--- config.mk ---
export PLATFORM = sky130hd
export DESIGN_NAME = can_bit_destuffer
export DESIGN_NICKNAME = d
export VERILOG_FILES = /design/src/rtl/can_bit_destuffer_pkg.sv /design/src/rtl/can_bit_destuffer_bit_voter.sv /design/src/rtl/can_bit_destuffer.sv
export SDC_FILE = /design/constraint.sdc
export NUM_CORES = 1
export LEC_CHECK = 0
export ABC_CLOCK_PERIOD_IN_PS = 2800
export BUFFER_PORTS_ARGS = -buffer_cell sky130_fd_sc_hd__clkbuf_2
export CAP_MARGIN = 20
export CORE_MARGIN = 2
export CORE_UTILIZATION = 52
export DETAILED_ROUTE_END_ITERATION = 12
export GPL_TIMING_DRIVEN = 0
export PLACE_DENSITY_LB_ADDON = 0.08
export RECOVER_POWER = 50
export REMOVE_ABC_BUFFERS = 1
export SLEW_MARGIN = 5
export SYNTH_ARGS = -nofsm -noshare
export SYNTH_HDL_FRONTEND = slang
export SYNTH_HIERARCHICAL = 1
export SYNTH_SLANG_ARGS = --single-unit
--- constraint.sdc ---
create_clock -name clk -period 2.8 [get_ports clk]
set_clock_uncertainty 0.1 [all_clocks]
set_input_delay 0.7 -clock clk [delete_from_list [all_inputs] [get_ports clk]]
set_output_delay 0.7 -clock clk [all_outputs]
set_load 0.005 [all_outputs]
--- src/rtl/can_bit_destuffer_pkg.sv ---
// Shared types and constants for the CAN bit destuffer: FSM states, bus
// levels, default timing parameters and the 3-sample majority function.
package can_bit_destuffer_pkg;

    typedef enum logic [1:0] {
        WAIT_IDLE,
        IDLE,
        FRAME,
        ERROR
    } destufState_t;

    localparam logic CAN_RECESSIVE = 1'b1;
    localparam logic CAN_DOMINANT  = 1'b0;

    localparam int DEFAULT_IDLE_BITS = 11;
    localparam int DEFAULT_STUFF_LEN = 5;

    function automatic logic majority3(input logic [2:0] v);
        return (v[0] & v[1]) | (v[0] & v[2]) | (v[1] & v[2]);
    endfunction

endpackage

--- src/rtl/can_bit_destuffer_bit_voter.sv ---
// Collects sample strobes within a bit period and resolves the bit at
// bitStrobe, by single sample or 3-sample majority, flagging missing samples.
module bit_voter
    import can_bit_destuffer_pkg::*;
(
    input  logic clk,
    input  logic resetN,
    input  logic sampleIn,
    input  logic samplePulse,
    input  logic bitStrobe,
    input  logic multiSelect,
    output logic resolvedBit,
    output logic resolveStrobe,
    output logic missStrobe
);

    logic [2:0] smp;
    logic [2:0] smpEff;
    logic [1:0] sampleCnt;
    logic [1:0] cntEff;
    logic       prevBit;

    // A sample arriving on the bitStrobe cycle already belongs to this bit.
    always_comb begin
        // NOTE: every always_comb output gets a default first so no latch is inferred.
        smpEff        = samplePulse ? {smp[1:0], sampleIn} : smp;
        cntEff        = (samplePulse && sampleCnt != 2'd3) ? sampleCnt + 2'd1 : sampleCnt;
        resolveStrobe = bitStrobe;
        resolvedBit   = prevBit;
        missStrobe    = 1'b0;
        if (multiSelect) begin
            if (cntEff == 2'd3) begin
                resolvedBit = majority3(smpEff);
            end else begin
                missStrobe = bitStrobe;
                if (cntEff != 2'd0) resolvedBit = smpEff[0];
            end
        end else begin
            if (cntEff != 2'd0) resolvedBit = smpEff[0];
            else                missStrobe  = bitStrobe;
        end
    end

    always_ff @(posedge clk) begin
        // NOTE: sequential state uses non-blocking assignments only; the small
        // sample window is reset to recessive so an early vote cannot read X.
        if (!resetN) begin
            smp       <= 3'b111;
            sampleCnt <= 2'd0;
            prevBit   <= CAN_RECESSIVE;
        end else begin
            if (samplePulse) smp <= smpEff;
            if (bitStrobe) begin
                sampleCnt <= 2'd0;
                prevBit   <= resolvedBit;
            end else begin
                sampleCnt <= cntEff;
            end
        end
    end

endmodule

--- src/rtl/can_bit_destuffer.sv ---
// CAN bit destuffer: resolves bits, tracks bus idle and start of frame,
// removes stuff bits and flags stuff violations, all outputs registered.
module can_bit_destuffer
    import can_bit_destuffer_pkg::*;
#(
    parameter int IDLE_BITS = DEFAULT_IDLE_BITS,
    parameter int STUFF_LEN = DEFAULT_STUFF_LEN
) (
    input  logic clk,
    input  logic resetN,
    input  logic sampleIn,
    input  logic samplePulse,
    input  logic bitStrobe,
    input  logic multiSelect,
    input  logic enable,
    output logic bitOut,
    output logic bitValid,
    output logic sof,
    output logic stuffErr,
    output logic sampleMiss,
    output logic busIdle
);

    localparam logic [3:0] IDLE_CNT  = 4'(IDLE_BITS);
    localparam logic [2:0] STUFF_CNT = 3'(STUFF_LEN);

    logic         rBit, rStrobe, rMiss;
    destufState_t state, stateNext;
    logic [3:0]   recCnt, recCntNext, recInc;
    logic [2:0]   runLen, runLenNext;
    logic         runVal, runValNext;
    logic         bitOutNext, bitValidNext, sofNext, stuffErrNext;

    bit_voter uVoter (
        .clk          (clk),
        .resetN       (resetN),
        .sampleIn     (sampleIn),
        .samplePulse  (samplePulse),
        .bitStrobe    (bitStrobe),
        .multiSelect  (multiSelect),
        .resolvedBit  (rBit),
        .resolveStrobe(rStrobe),
        .missStrobe   (rMiss)
    );

    // The SOF bit itself does not clear the recessive count while in IDLE.
    always_comb begin
        if (rBit == CAN_RECESSIVE) recInc = (recCnt == IDLE_CNT) ? recCnt : recCnt + 4'd1;
        else if (state == IDLE)    recInc = recCnt;
        else                       recInc = 4'd0;
    end

    always_comb begin
        stateNext    = state;
        recCntNext   = recCnt;
        runLenNext   = runLen;
        runValNext   = runVal;
        bitOutNext   = 1'b0;
        bitValidNext = 1'b0;
        sofNext      = 1'b0;
        stuffErrNext = 1'b0;
        if (rStrobe) begin
            recCntNext = recInc;
            unique case (state)
                WAIT_IDLE, ERROR: begin
                    if (recInc == IDLE_CNT) stateNext = IDLE;
                end
                IDLE: begin
                    if (rBit == CAN_DOMINANT) begin
                        bitValidNext = 1'b1;
                        sofNext      = 1'b1;
                        runValNext   = CAN_DOMINANT;
                        runLenNext   = 3'd1;
                        stateNext    = FRAME;
                    end
                end
                FRAME: begin
                    if (!enable) begin
                        bitValidNext = 1'b1;
                        bitOutNext   = rBit;
                        runLenNext   = 3'd0;
                        if (recInc == IDLE_CNT) stateNext = IDLE;
                    end else if (runLen == STUFF_CNT) begin
                        if (rBit == runVal) begin
                            stuffErrNext = 1'b1;
                            stateNext    = ERROR;
                        end else begin
                            runValNext = rBit;
                            runLenNext = 3'd1;
                        end
                    end else begin
                        bitValidNext = 1'b1;
                        bitOutNext   = rBit;
                        if (runLen != 3'd0 && rBit == runVal) begin
                            runLenNext = runLen + 3'd1;
                        end else begin
                            runValNext = rBit;
                            runLenNext = 3'd1;
                        end
                    end
                end
                default: stateNext = WAIT_IDLE;
            endcase
        end
    end

    always_ff @(posedge clk) begin
        if (!resetN) begin
            state      <= WAIT_IDLE;
            recCnt     <= 4'd0;
            runLen     <= 3'd0;
            runVal     <= CAN_RECESSIVE;
            bitOut     <= 1'b0;
            bitValid   <= 1'b0;
            sof        <= 1'b0;
            stuffErr   <= 1'b0;
            sampleMiss <= 1'b0;
            busIdle    <= 1'b0;
        end else begin
            state      <= stateNext;
            recCnt     <= recCntNext;
            runLen     <= runLenNext;
            runVal     <= runValNext;
            bitOut     <= bitOutNext;
            bitValid   <= bitValidNext;
            sof        <= sofNext;
            stuffErr   <= stuffErrNext;
            sampleMiss <= rMiss;
            busIdle    <= (stateNext == IDLE);
        end
    end

endmodule

## After elaboration in Yosys (flattened, before gate mapping)

Cells that the tools add are included.

- $add $sub $neg: 3
- Equal/unequal tests: 15
- Mux-type cells: 37
- Bitwise gates (word level): 6
- Reductions and logical operators: 14

Operator list:

| operator | count |
|---|---|
| 3-bit two-way mux | 6 |
| 1-bit two-way mux | 17 |
| 2-bit two-way mux | 7 |
| 4-bit two-way mux | 3 |
| 4-bit equality test, second input constant | 2 |
| 2-bit equality test, second input constant | 3 |
| 2-bit inequality test, second input constant | 3 |
| 3-bit inequality test, second input constant | 2 |
| 2-bit one-hot mux with 3 select lines | 1 |
| 3-bit one-hot mux with 2 select lines | 1 |
| 3-bit AND reduction | 2 |
| 6-bit AND reduction | 1 |
| 5-bit AND reduction | 1 |
| 4-bit by 1-bit adder with 4-bit output, second input constant | 1 |
| 2-bit by 1-bit equality test with 1-bit output, second input constant | 2 |
| 4-bit inequality test, second input constant | 1 |
| 1-bit one-hot mux with 2 select lines | 2 |
| 4-bit AND reduction | 1 |
| 2-bit nonzero test | 2 |
| 2-bit OR reduction | 2 |
| 3-bit by 1-bit adder with 3-bit output, second input constant | 1 |
| 1-bit bitwise AND | 3 |
| 3-bit equality test, second input constant | 1 |
| 3-bit nonzero test | 1 |
| 7 further kinds | 9 |

- Flip-flop bits (word level): 22
- Bits of input ports: 7
- Logic and storage cells: 88

## Longest topological paths before layout

Gate-level depths: netlist of run 1.

- Word-level depth: 14
- Depth in mapped cells: 11

## Cells and area by module

Netlist of run 1, hierarchy kept.

Modules (own cells, without submodules):

| module | times used | cells an instance | area each (µm²) | seq. area each (µm²) |
|---|---|---|---|---|
| can_bit_destuffer | 1 | 108 | 922.1 | 320.3 |
| bit_voter | 1 | 47 | 436.7 | 120.1 |

## Least setup slack after synthesis of run 1

Ideal clock, no wire load.

- Path type: input -> register
- Start: input samplePulse
- End: register runLen[1]
- Arrival: 2618 ps
- Setup slack: 12 ps
- Stages on the path: 10
- Path buffers: 2
- Cell sequence: buf_6 and2b_4 mux2_2 a22o_1 buf_6 xnor2_2 and3_1 and3_1 or3b_1 a21oi_1

- Cells in the longest elaborated chain, start to end: 12
- Elaborated cells between the ends (all ways): 22
- Classes of those cells: eq/ne: 4; mux: 9; bitwise: 5; reduce/logical: 4

Ends and longest elaborated chain:

| item | line | RTL |
|---|---|---|
| start: declaration | can_bit_destuffer.sv:12 | `input logic samplePulse,` |
| 3-bit two-way mux / 1-bit logical AND (equally long branches) | can_bit_destuffer_bit_voter.sv:26, can_bit_destuffer_bit_voter.sv:27 |  |
| 1-bit bitwise AND / 2-bit two-way mux (equally long branches) | can_bit_destuffer_pkg.sv:19, can_bit_destuffer_bit_voter.sv:27 |  |
| 1-bit OR / 2-bit nonzero test (equally long branches) | can_bit_destuffer_pkg.sv:19, can_bit_destuffer_bit_voter.sv:36, can_bit_destuffer_bit_voter.sv:39 |  |
| 1-bit OR / 1-bit two-way mux (equally long branches) | can_bit_destuffer_pkg.sv:19, can_bit_destuffer_bit_voter.sv:36, can_bit_destuffer_bit_voter.sv:39 |  |
| 1-bit two-way mux | can_bit_destuffer_bit_voter.sv:32 | `if (cntEff == 2'd3) begin` |
| 1-bit two-way mux (*) | can_bit_destuffer_bit_voter.sv:31 | `if (multiSelect) begin` |
| via rBit | can_bit_destuffer.sv:27 | `logic rBit, rStrobe, rMiss;` |
| 1-bit equality test | can_bit_destuffer.sv:84, can_bit_destuffer.sv:94 |  |
| 1-bit logical AND | can_bit_destuffer.sv:94 | `if (runLen != 3'd0 && rBit == runVal) begin` |
| 3-bit two-way mux | can_bit_destuffer.sv:94 |  |
| 3-bit two-way mux | can_bit_destuffer.sv:83 | `end else if (runLen == STUFF_CNT) begin` |
| 3-bit two-way mux | can_bit_destuffer.sv:78 | `if (!enable) begin` |
| 3-bit one-hot mux with 2 select lines | can_bit_destuffer.sv:64 | `unique case (state)` |
| end signal: assignment | can_bit_destuffer.sv:122 | `runLen <= runLenNext;` |
| end: declaration | can_bit_destuffer.sv:30 | `logic [2:0] runLen, runLenNext;` |

Mark *: on every way through the listed nets, which the timed path passes. The rest lies on a longest branch.
A chain may end at the register's enable or synchronous reset.

## Worst setup path after layout of run 1

- Start: register uVoter.sampleCnt[1]
- End: register state[1]

- Cells in the longest elaborated chain, start to end: 13
- Elaborated cells between the ends (all ways): 19
- Classes of those cells: add/sub: 1; eq/ne: 4; mux: 12; reduce/logical: 2

Ends and longest elaborated chain:

| item | line | RTL |
|---|---|---|
| start: declaration | can_bit_destuffer_bit_voter.sv:19 | `logic [1:0] sampleCnt;` |
| start signal: assignment | can_bit_destuffer_bit_voter.sv:57 | `sampleCnt <= cntEff;` |
| parallel branches: the longest is 2 deep, another holds 2-bit by 1-bit adder with 2-bit output | -- |  |
| 2-bit two-way mux (*) | can_bit_destuffer_bit_voter.sv:27 | `cntEff = (samplePulse && sampleCnt != 2'd3) ? sampleCnt + 2'd1 : sampleCnt;` |
| 2-bit nonzero test | can_bit_destuffer_bit_voter.sv:36, can_bit_destuffer_bit_voter.sv:39 |  |
| 1-bit two-way mux | can_bit_destuffer_bit_voter.sv:36, can_bit_destuffer_bit_voter.sv:39 |  |
| 1-bit two-way mux | can_bit_destuffer_bit_voter.sv:32 |  |
| 1-bit two-way mux (*) | can_bit_destuffer_bit_voter.sv:31 |  |
| via rBit | can_bit_destuffer.sv:27 |  |
| 4-bit two-way mux / 1-bit equality test (equally long branches) | can_bit_destuffer.sv:48, can_bit_destuffer.sv:84 |  |
| 4-bit equality test / 2-bit two-way mux (equally long branches) | can_bit_destuffer.sv:66, can_bit_destuffer.sv:82, can_bit_destuffer.sv:84 |  |
| 2-bit two-way mux (on tied branches) | can_bit_destuffer.sv:66, can_bit_destuffer.sv:82, can_bit_destuffer.sv:83 |  |
| 2-bit two-way mux | can_bit_destuffer.sv:78 |  |
| 2-bit one-hot mux with 3 select lines (*) | can_bit_destuffer.sv:64 |  |
| 2-bit two-way mux (*) | can_bit_destuffer.sv:62 | `if (rStrobe) begin` |
| end signal: assignment | can_bit_destuffer.sv:120 | `state <= stateNext;` |
| end: declaration | can_bit_destuffer.sv:28 | `destufState_t state, stateNext;` |

Mark *: on every way through the listed nets, which the timed path passes.

==> results.md, run 1 <==
* Max Clk Rate at 0.3748 GHz
* Final setup viols at 0
* Worst-path clk slew at between 0.1 and 0.15 ns
* Crit path largest cell delay at ~0.38 ns
* Slew Limit Headroom at approximately two thirds
* Critical path type: reg -> reg
* CTS Buf Count at 3
* Largest net degree at the start of global routing at 14
* Chip width at between 50 and 60 um
* Synthesized area per cell at just under 9 um2
* Switch share at around a quarter
* Fillers at 240
* Area added between synthesis and finish at 15.38%
* FF+latch area at around 450 um2
* N_diodes at 0
* YS warnings at 6
* Fin crit share at 95.30%
* CTS Sinks at 22
* Multi-input gate area at a little under 900 um2
* Placement Setup Slack at -0.4101 ns
* Die ar. at roughly 3000 um2
* Total negative slack at 0 ns
* Initial DRC count at 42
* Core box area at roughly 2500 um2
* Placed cell area at roughly 1400 um2
* Crit path launch type: register
* CTS tree: built
* Fin crit period at 2.668 ns
* CTS H-tree depth at 1
* Crit-path leading delay family: compound AO/OA/AOI/OAI gates
* # IOs at 13
* Slew Viols, Final at 0
* Clk pwr share at a little over a third
* Initial antenna violation count at 0
* Yosys top cell by area: dfxtp_1
* Clock buffer depth at 2
* Layout Nets at 186
* CP bufs+invs at 2
* P_leak at around 0.6 nW
* Most numerous cell in the Yosys netlist: dfxtp_1
* Async SR Flop Fraction at 0%
* Grt met2 use at between 30% and 40%
* Via-to-Cell Ratio at 5.826
* Max-cap violations at 0
* WL/cell at between 10 and 15 um
* Site Rows at 18
* Post-synth EDFFs at 0
* Internal power at about 0.52 mW
* Met1 usage at 29.00%
* Final HPWL DP at 2100 um
* PD cells at around 430 nW/um2
* Synth Flop Type: dfxtp_1
* RSZ-0062 raised after global routing: false
* Final instance area at about 1600 um2
* Crit end category: register
* ANT nets after route at 0
* Starting density of the core at around 55%
* Global-route wire length before repair at about 4800 um
* WP data required at approximately 2.9 ns
* Worst path cell trace: ha_4 > and2b_4 > mux2_4 > a22o_4 > buf_4 > inv_2 > o21ai_1 > a21oi_1 > nand4_1 > a22o_1
* Most used routing layer: met2
* Die outline height at between 50 and 60 um
* Final setup margin at between 0.1 and 0.15 ns
* Vias at 1171
* Net switching power at between 0.15 and 0.2 mW
* Fin. Hold Viols at 0
* Synth cell types at 49
* Worst-Margin Slew at 0.4710 ns
* Proportion of layout cells with a drive suffix above 1 at around 20%
* Commonest cells in the netlist: dfxtp_1, nor2_1, nand2_1, inv_1, mux2i_1
* Power Total at 0.6782 mW
* Status: finished clean
* Worst VDD drop at 0.0003443 V
* Final Wtd Congestion at about 0.88
* Logic gate share of total power at between 10% and 20%
* Tot GR Track Use at 22.57%
* IO Port Bufs at 12
* DRC at 0
* Synthesized flop and latch total at 22
* Met3 Use GR at under 10%
* Final WL at between 2000 and 3000 um
* Top area cells in the synthesized netlist: dfxtp_1, ha_1, mux2i_1
* Clock Tree Root: clkbuf_4
* Worst endpoint data arrival time at 2.78 ns
* Syn Std Cell Area at around 1400 um2
* Clk_lat worst skew at 0.31 ns
* Hold WC Path Type: reg -> reg
* Slowest-stage cell, CP: dfxtp_4
* Drt first pass iters at 4
* Register area share after synthesis at 32.41%
* GR Overflow Total at 0
* Sequential share of power at 48.4%
* Top-area cell type share of the netlist area at 32.41%
* Synthesized instance count at around 160
* Vias in the first global route at between 1000 and 1500
* CP max FO at 6
final timing paths:
kind / from / to / slack, ns / depth (start not counted)
worst max-delay path: uVoter/sampleCnt[1] / state[1] / 0.13 / 10
worst min-delay path: runLen[1] / runLen[1] / 0.38 / 2
worst max register to register: uVoter/sampleCnt[1] / state[1] / 0.13 / 10
worst min register to register: runLen[1] / runLen[1] / 0.38 / 2
sequential cells by signal, indices dropped and copies added, names as in the netlist:
name              flops
sof                   1
bitOut                1
recCnt                4
state                 2
uVoter/prevBit        1
bitValid              1
runLen                3
sampleMiss            1
busIdle               1
runVal                1
uVoter/smp            3
uVoter/sampleCnt      2
stuffErr              1
metrics by stage:
step | std cells | hold slack [ns] | utilization (%)
final | 201 | 0.3779 | 63.28
after global routing | 201 | 0.4032 | 63.28
after CTS | 197 | 0.3845 | 60.40
after detailed placement | 191 | 0.3671 | 57.02
after global placement | 191 | 0.3599 | 57.02
after floorplan | 149 | 0.3462 | -
layout by cell type, fill, tap and decap left out, types with 3 or more instances in the layout:
cell type,instances
dfxtp_1,20
nor2_1,13
nand2_1,11
inv_1,8
mux2i_1,8
a21oi_1,7
clkbuf_2,7
o21ai_1,6
o21ai_0,6
ha_1,6
buf_4,6
clkbuf_1,5
nand4_1,3
nand3b_1,3
nand2b_1,3
a31oi_1,3
clkbuf_4,3
timing repair:
item	4_1_cts	5_1_grt
hold buffers	0	0
gates resized for setup	6	8
buffers inserted	2	4
setup endpoints to repair	9	4
pin swaps	1	3
metal layers:
layer  wire (um)  vias up
met1        1415      550
met3          87        4
met5           0        -
li1            -      596
met2        1421       21
met4          39        0
area by class of cell:
| class | count | share of cell area, % |
|---|---|---|
| Clock buffer | 3 | 1.437 |
| Clock inverter | 1 | 1.915 |
| Inverter | 10 | 2.394 |
| Multi-Input combinational cell | 117 | 56.98 |
| Sequential cell | 22 | 28.57 |
| Tap cell | 30 | 2.394 |
| Timing Repair Buffer | 18 | 6.305 |
power groups by stage:
stage / logic, mW / registers [mW] / clock network [mW]
after global placement: 0.0815 / 0.337 / 0
after global routing: 0.116 / 0.330 / 0.268
after floorplan: 0.0594 / 0.336 / 0
final: 0.106 / 0.328 / 0.244
after detailed placement: 0.0840 / 0.338 / 0
after CTS: 0.0934 / 0.329 / 0.251
cell families after synthesis:
family | synth area share, %
AOI/OAI and AO/OA | 20.99
xor gates and xnor gates | 3.039
adders and majority gates | 6.445
buffers and inverters | 5.985
DFF | 32.41
muxes | 7.551
and+or+nand+nor | 23.57
worst register-to-register path: stages (launching register included):
cell and delay [ns]:
dfxtp_4 0.38, ha_4 0.18, and2b_4 0.31, mux2_4 0.32
a22o_4 0.27, buf_4 0.15, inv_2 0.07, o21ai_1 0.06
a21oi_1 0.24, nand4_1 0.23, a22o_1 0.26
No activity file was read; power rests on OpenSTA's default activity.
==> run 2, diff against run 1 <==
--- a/config.mk
+++ b/config.mk
@@ -5,11 +5,11 @@
 export SDC_FILE = /design/constraint.sdc
 export NUM_CORES = 1
 export LEC_CHECK = 0
-export ABC_CLOCK_PERIOD_IN_PS = 2800
+export ABC_CLOCK_PERIOD_IN_PS = 3300
 export BUFFER_PORTS_ARGS = -buffer_cell sky130_fd_sc_hd__clkbuf_2
 export CAP_MARGIN = 20
 export CORE_MARGIN = 2
-export CORE_UTILIZATION = 52
+export CORE_UTILIZATION = 55
 export DETAILED_ROUTE_END_ITERATION = 12
 export GPL_TIMING_DRIVEN = 0
 export PLACE_DENSITY_LB_ADDON = 0.08
==> constraint.sdc (replaced) <==
create_clock -name clk -period 3.3 [get_ports clk]
set_clock_uncertainty 0.1 [all_clocks]
set_input_delay 0.825 -clock clk [delete_from_list [all_inputs] [get_ports clk]]
set_output_delay 0.825 -clock clk [all_outputs]
set_load 0.005 [all_outputs]
==> results.md, run 2 (synthesis gave the netlist of run 1 again) <==
* Status: finished clean
* Tot GR Track Use at 22.09%
* WL/cell at 14.17 um
* Post-CTS sizing at 0
* Hold WC Path Type: reg -> reg
* Crit path largest cell delay at around 0.36 ns
* Crit-path leading delay family: simple AND/OR/NAND/NOR gates
* Worst VDD drop at between 0.0002 and 0.00025 V
* Layout Nets at 180
* CTS H-tree depth at 1
* Worst-path clk slew at roughly 0.13 ns
* Slowest-stage cell, CP: mux2_2
* Worst path depth at 9
* Clock buffer depth at 2
* Core box area at roughly 2400 um2
* Post-Place Cells at roughly 190
* CP bufs+invs at 1
* CTS tree: built
* CTS Sinks at 22
* Final setup viols at 0
* Biggest register: recCnt
* Fin. Hold Viols at 0
* Drt first pass iters at 4
* Final HPWL DP at approximately 2000 um
* Final hold slack at around 0.38 ns
* Slew Viols, Final at 0
* Max-cap violations at 0
* Area added between synthesis and finish at 6.354%
* N_diodes at 0
* ANT nets after route at 0
* Die ar. at about 2900 um2
* GR Overflow Total at 0
* Die outline height at about 54 um
* Proportion of layout cells with a drive suffix above 1 at 14.55%
* Worst endpoint data arrival time at approximately 3.2 ns
* Final Wtd Congestion at between 0.8 and 0.9
* P_leak at approximately 0.56 nW
* CTS Buf Count at 3
* Clk_lat worst skew at a little over 0.3 ns
* Vias at roughly 1200
* Site Rows at 18
* CP max FO at 10
* Worst path cell trace: clkbuf_1 > and2b_4 > mux2_2 > a22o_2 > xnor2_2 > and3_1 > and3_1 > or3b_1 > a21oi_1
* Most frequent cells in the layout: dfxtp_1, nor2_1, nand2_1, inv_1, mux2i_1
* Hold buffer count at cts at 0
* Starting density of the core at between 50% and 60%
* Max FFs per register at 4
* Max Clk Rate at 0.3304 GHz
* Clock Tree Root: clkbuf_4
* WHS Path Cells at 2
* Crit end category: register
* Top flop regs: recCnt: 4 flops, runLen: 3 flops, uVoter/smp: 3 flops
* WP data required at 3.46 ns
* Post-Layout Cell Count at about 200
* CP dominant cell by count: and3_1
* Initial antenna violation count at 0
* Via-to-Cell Ratio at approximately 6.0
* Critical path type: in -> reg
* # IOs at 13
* Worst-Margin Slew at ~0.41 ns
* Largest net degree at the start of global routing at 14
* Final WL at between 2000 and 3000 um
* IO Port Bufs at 12
* Fin crit share at 91.71%
* Crit path launch type: input port
* PD cells at about 350 nW/um2
* Fin crit period at roughly 3 ns
* Initial DRC count at 19
* Chip width at around 54 um
* Vias in the first global route at approximately 1100
* RSZ-0062 raised after global routing: false
* Most common cell after layout, fill and taps aside: dfxtp_1
* Global-route wire length before repair at ~4700 um
* Total negative slack at 0 ns
* Slew Limit Headroom at approximately 70%
* Post-CTS Setup Inserts at 0
* Worst Reg2Reg Path Length in Cells at 10
* DRC at 0
run 2: changes by cell type in the layout (fill, tap and decap cells not counted), moves of 2 or more:
cell	change
buf_4	-6
xnor2_4	-2
xnor2_2	+2
and3_4	-2
dfxtp_4	-2
and3_1	+2
run 2: metrics by stage:
step / setup slack (ns) / utilization (%) / total power [mW] / instance area (um2)
floorplan: 0.4571 / - / 0.3352 / 1315
global placement: 0.05709 / 58.62 / 0.3550 / 1413
detailed placement: 0.03092 / 58.62 / 0.3576 / 1413
CTS: 0.1009 / 60.12 / 0.5103 / 1449
global route: 0.09194 / 59.97 / 0.5255 / 1445
finish: 0.2735 / 59.97 / 0.5049 / 1445
run 2: cell type report:
class                   instances  area [um2]
well taps                      30       37.54
multi-input cells             117       838.3
flip-flops and latches         22       441.7
clock buffers                   4       36.28
fillers                       226       964.7
repair buffers                 12       53.80
inverters                      10       37.54
run 2: routing by layer:
layer | global-route usage, % | wire (um)
met5 | 0 | 0
met4 | 9.402 | 37
met3 | 3.056 | 73
met2 | 36.18 | 1266
met1 | 28.87 | 1386
run 2: tightest hold or removal path: stages (launching register included):
cell and delay, ns:
dfxtp_1 0.35, nand2_1 0.06, a21oi_1 0.05
run 2: worst paths after layout:
path,from,end,slack (ns)
worst min-delay path,runLen[1],runLen[1],0.38
worst max-delay path,samplePulse,runLen[1],0.27
worst min register to register,runLen[1],runLen[1],0.38
worst max register to register,uVoter/sampleCnt[0],runLen[1],0.31
run 2: power by group:
group | internal, mW | switching (mW)
Sequential | 0.273 | 0.00816
Combinational | 0.0315 | 0.0408
Clock | 0.0674 | 0.0845
Total | 0.371 | 0.133
==> run 3, diff against run 2 <==
--- a/config.mk
+++ b/config.mk
@@ -7,14 +7,13 @@
 export LEC_CHECK = 0
 export ABC_CLOCK_PERIOD_IN_PS = 3300
 export BUFFER_PORTS_ARGS = -buffer_cell sky130_fd_sc_hd__clkbuf_2
-export CAP_MARGIN = 20
 export CORE_MARGIN = 2
 export CORE_UTILIZATION = 55
 export DETAILED_ROUTE_END_ITERATION = 12
-export GPL_TIMING_DRIVEN = 0
 export PLACE_DENSITY_LB_ADDON = 0.08
 export RECOVER_POWER = 50
 export REMOVE_ABC_BUFFERS = 1
+export SETUP_SLACK_MARGIN = 0.4
 export SLEW_MARGIN = 5
 export SYNTH_ARGS = -nofsm -noshare
 export SYNTH_HDL_FRONTEND = slang
==> results.md, run 3 (synthesis gave the netlist of run 1 again) <==
* Starting density of the core at between 50% and 60%
* # IOs at 13
* P_leak at around 0.58 nW
* Site Rows at 18
* Status: finished clean
* Largest net degree at the start of global routing at 14
* ANT nets after route at 0
* CTS Sinks at 22
* Slew Viols, Final at 0
* Flop2flop setup slack at roughly 0.50 ns
* Critical R2R Capture: runLen[1]
* Hold WC Path Type: reg -> reg
* Max Clk Rate at ~0.33 GHz
* Crit path capture: runLen[1]
* Switch share at a little over a quarter
* Slew Limit Headroom at 76.85%
* CTS tree: built
* CTS Buf Count at 3
* Initial antenna violation count at 0
* Drt first pass iters at 4
* Most frequent cells in the layout: dfxtp_1, nor2_1, nand2_1, inv_1, mux2i_1
* Critical path type: in -> reg
* Worst-Margin Slew at 0.3472 ns
* Worst reg2reg path startpoint: uVoter/sampleCnt[0]
* Met1 usage at 29.91%
* Die ar. at ~2900 um2
* Fin crit share at between 90% and 100%
* Max-cap violations at 0
* Max FFs per register at 4
* Tot GR Track Use at between 20% and 30%
* Global-route wire length before repair at between 4000 and 5000 um
* Fillers at approximately 220
* Worst-path clk slew at 0.11 ns
* CP max FO at 8
* Internal power at around 0.35 mW
* Clock buffer depth at 2
* Power Total at roughly 0.48 mW
* Die outline height at 53.71 um
* Total negative slack at 0 ns
* Final HPWL DP at 2035 um
* Hold buffer count at cts at 0
* Crit path launch type: input port
* Grt met2 use at about a third
* Clock Tree Root: clkbuf_4
* WL/cell at about 14 um
* Clk_lat worst skew at between 0.3 and 0.4 ns
* DRC at 0
* Biggest register: recCnt
* N_diodes at 0
* Worst endpoint data arrival time at ~3.1 ns
* Vias in the first global route at 1009
* CP Launch Point: samplePulse
* Via-to-Cell Ratio at 5.864
* Worst VDD drop at approximately 0.00027 V
* WP data required at 3.44 ns
* Sequential share of power at roughly three fifths
* Most used routing layer: met2
* Net switching power at 0.1263 mW
* Logic gate share of total power at roughly 17%
* Clk pwr share at roughly 25%
* Core box area at between 2000 and 2500 um2
* Area added between synthesis and finish at 9.853%
* CTS H-tree depth at 1
* Chip width at between 50 and 60 um
* Proportion of layout cells with a drive suffix above 1 at 17.75%
* Met3 Use GR at under 10%
* Layout Nets at between 150 and 200
* Final Wtd Congestion at between 0.8 and 0.9
* Final WL at between 2000 and 3000 um
* FF+latch area at roughly 450 um2
* PD cells at between 300 and 400 nW/um2
* Worst Reg2Reg Path Length in Cells at 9
* Final setup viols at 0
* Top flop regs: recCnt: 4 flops, runLen: 3 flops, uVoter/smp: 3 flops
* Multi-input gate area at ~860 um2
* Fin. Hold Viols at 0
* Crit end category: register
* Vias at around 1200
* GR Overflow Total at 0
* IO Port Bufs at 12
* Initial DRC count at 31
* Fin crit period at ~3 ns
* RSZ-0062 raised after global routing: false
* Most common cell after layout, fill and taps aside: dfxtp_1
==> run 3: cell count changes in the layout (fill, tap and decap cells not counted), sizes merged <==
| cell | delta |
|---|---|
| buf | +5 |
| clkbuf | -1 |
==> run 3: layer usage <==
layer | wire (um) | vias up
li1 | - | 589
met1 | 1361 | 544
met2 | 1237 | 30
met3 | 127 | 4
met4 | 23 | 0
met5 | 0 | -
==> run 3: worst min path at each step <==
stage / depth (start not counted) / to / slack, ns / startpoint
6_report: 2 / runLen[1] / 0.41 / runLen[1]
3_3_place_gp: 2 / runLen[1] / 0.37 / runLen[1]
4_1_cts: 2 / runLen[1] / 0.40 / runLen[1]
5_1_grt: 2 / runLen[1] / 0.43 / runLen[1]
2_1_floorplan: 2 / uVoter/smp[2] / 0.35 / uVoter/smp[2]
3_5_place_dp: 2 / runLen[1] / 0.39 / runLen[1]
==> run 3: final cells by class <==
class,count,share of cell area (%)
timing repair buffer,17,6.035
multi-input combinational,117,57.59
tap,30,2.515
sequential,22,29.84
clock buffer,3,1.509
inverter,10,2.515
==> run 3: power groups by stage <==
stage / logic [mW] / clock network [mW] / registers [mW]
3_5_place_dp: 0.0725 / 0 / 0.287
5_1_grt: 0.0897 / 0.131 / 0.279
2_1_floorplan: 0.0504 / 0 / 0.285
6_report: 0.0813 / 0.119 / 0.279
4_1_cts: 0.0729 / 0.122 / 0.280
3_3_place_gp: 0.0709 / 0 / 0.286
==> run 3: timing repair <==
item	in CTS	in global routing
cloned	0	0
setup buffers	0	4
pin swaps	0	2
setup endpoints to repair	5	5
resized for setup	2	7
==> run 3: worst max-delay path, cell delays in order <==
cell	delay [ns]
clkbuf_1	0.28
and2b_4	0.27
mux2_1	0.36
a22o_2	0.29
xnor2_2	0.23
and3_1	0.20
and3_1	0.20
or3b_1	0.35
a21oi_1	0.14
==> run 3: stage by stage <==
| step | setup WS [ns] | area, um2 | util (%) | cells | hold WS [ns] |
|---|---|---|---|---|---|
| 2_1_floorplan | 0.4571 | 1315 | - | 149 | 0.3462 |
| 3_3_place_gp | 0.2022 | 1420 | 58.93 | 192 | 0.3668 |
| 3_5_place_dp | 0.1351 | 1420 | 58.93 | 192 | 0.3877 |
| 4_1_cts | 0.4028 | 1446 | 60.02 | 195 | 0.4041 |
| 5_1_grt | 0.2004 | 1493 | 61.94 | 199 | 0.4262 |
| 6_report | 0.2973 | 1493 | 61.94 | 199 | 0.4062 |
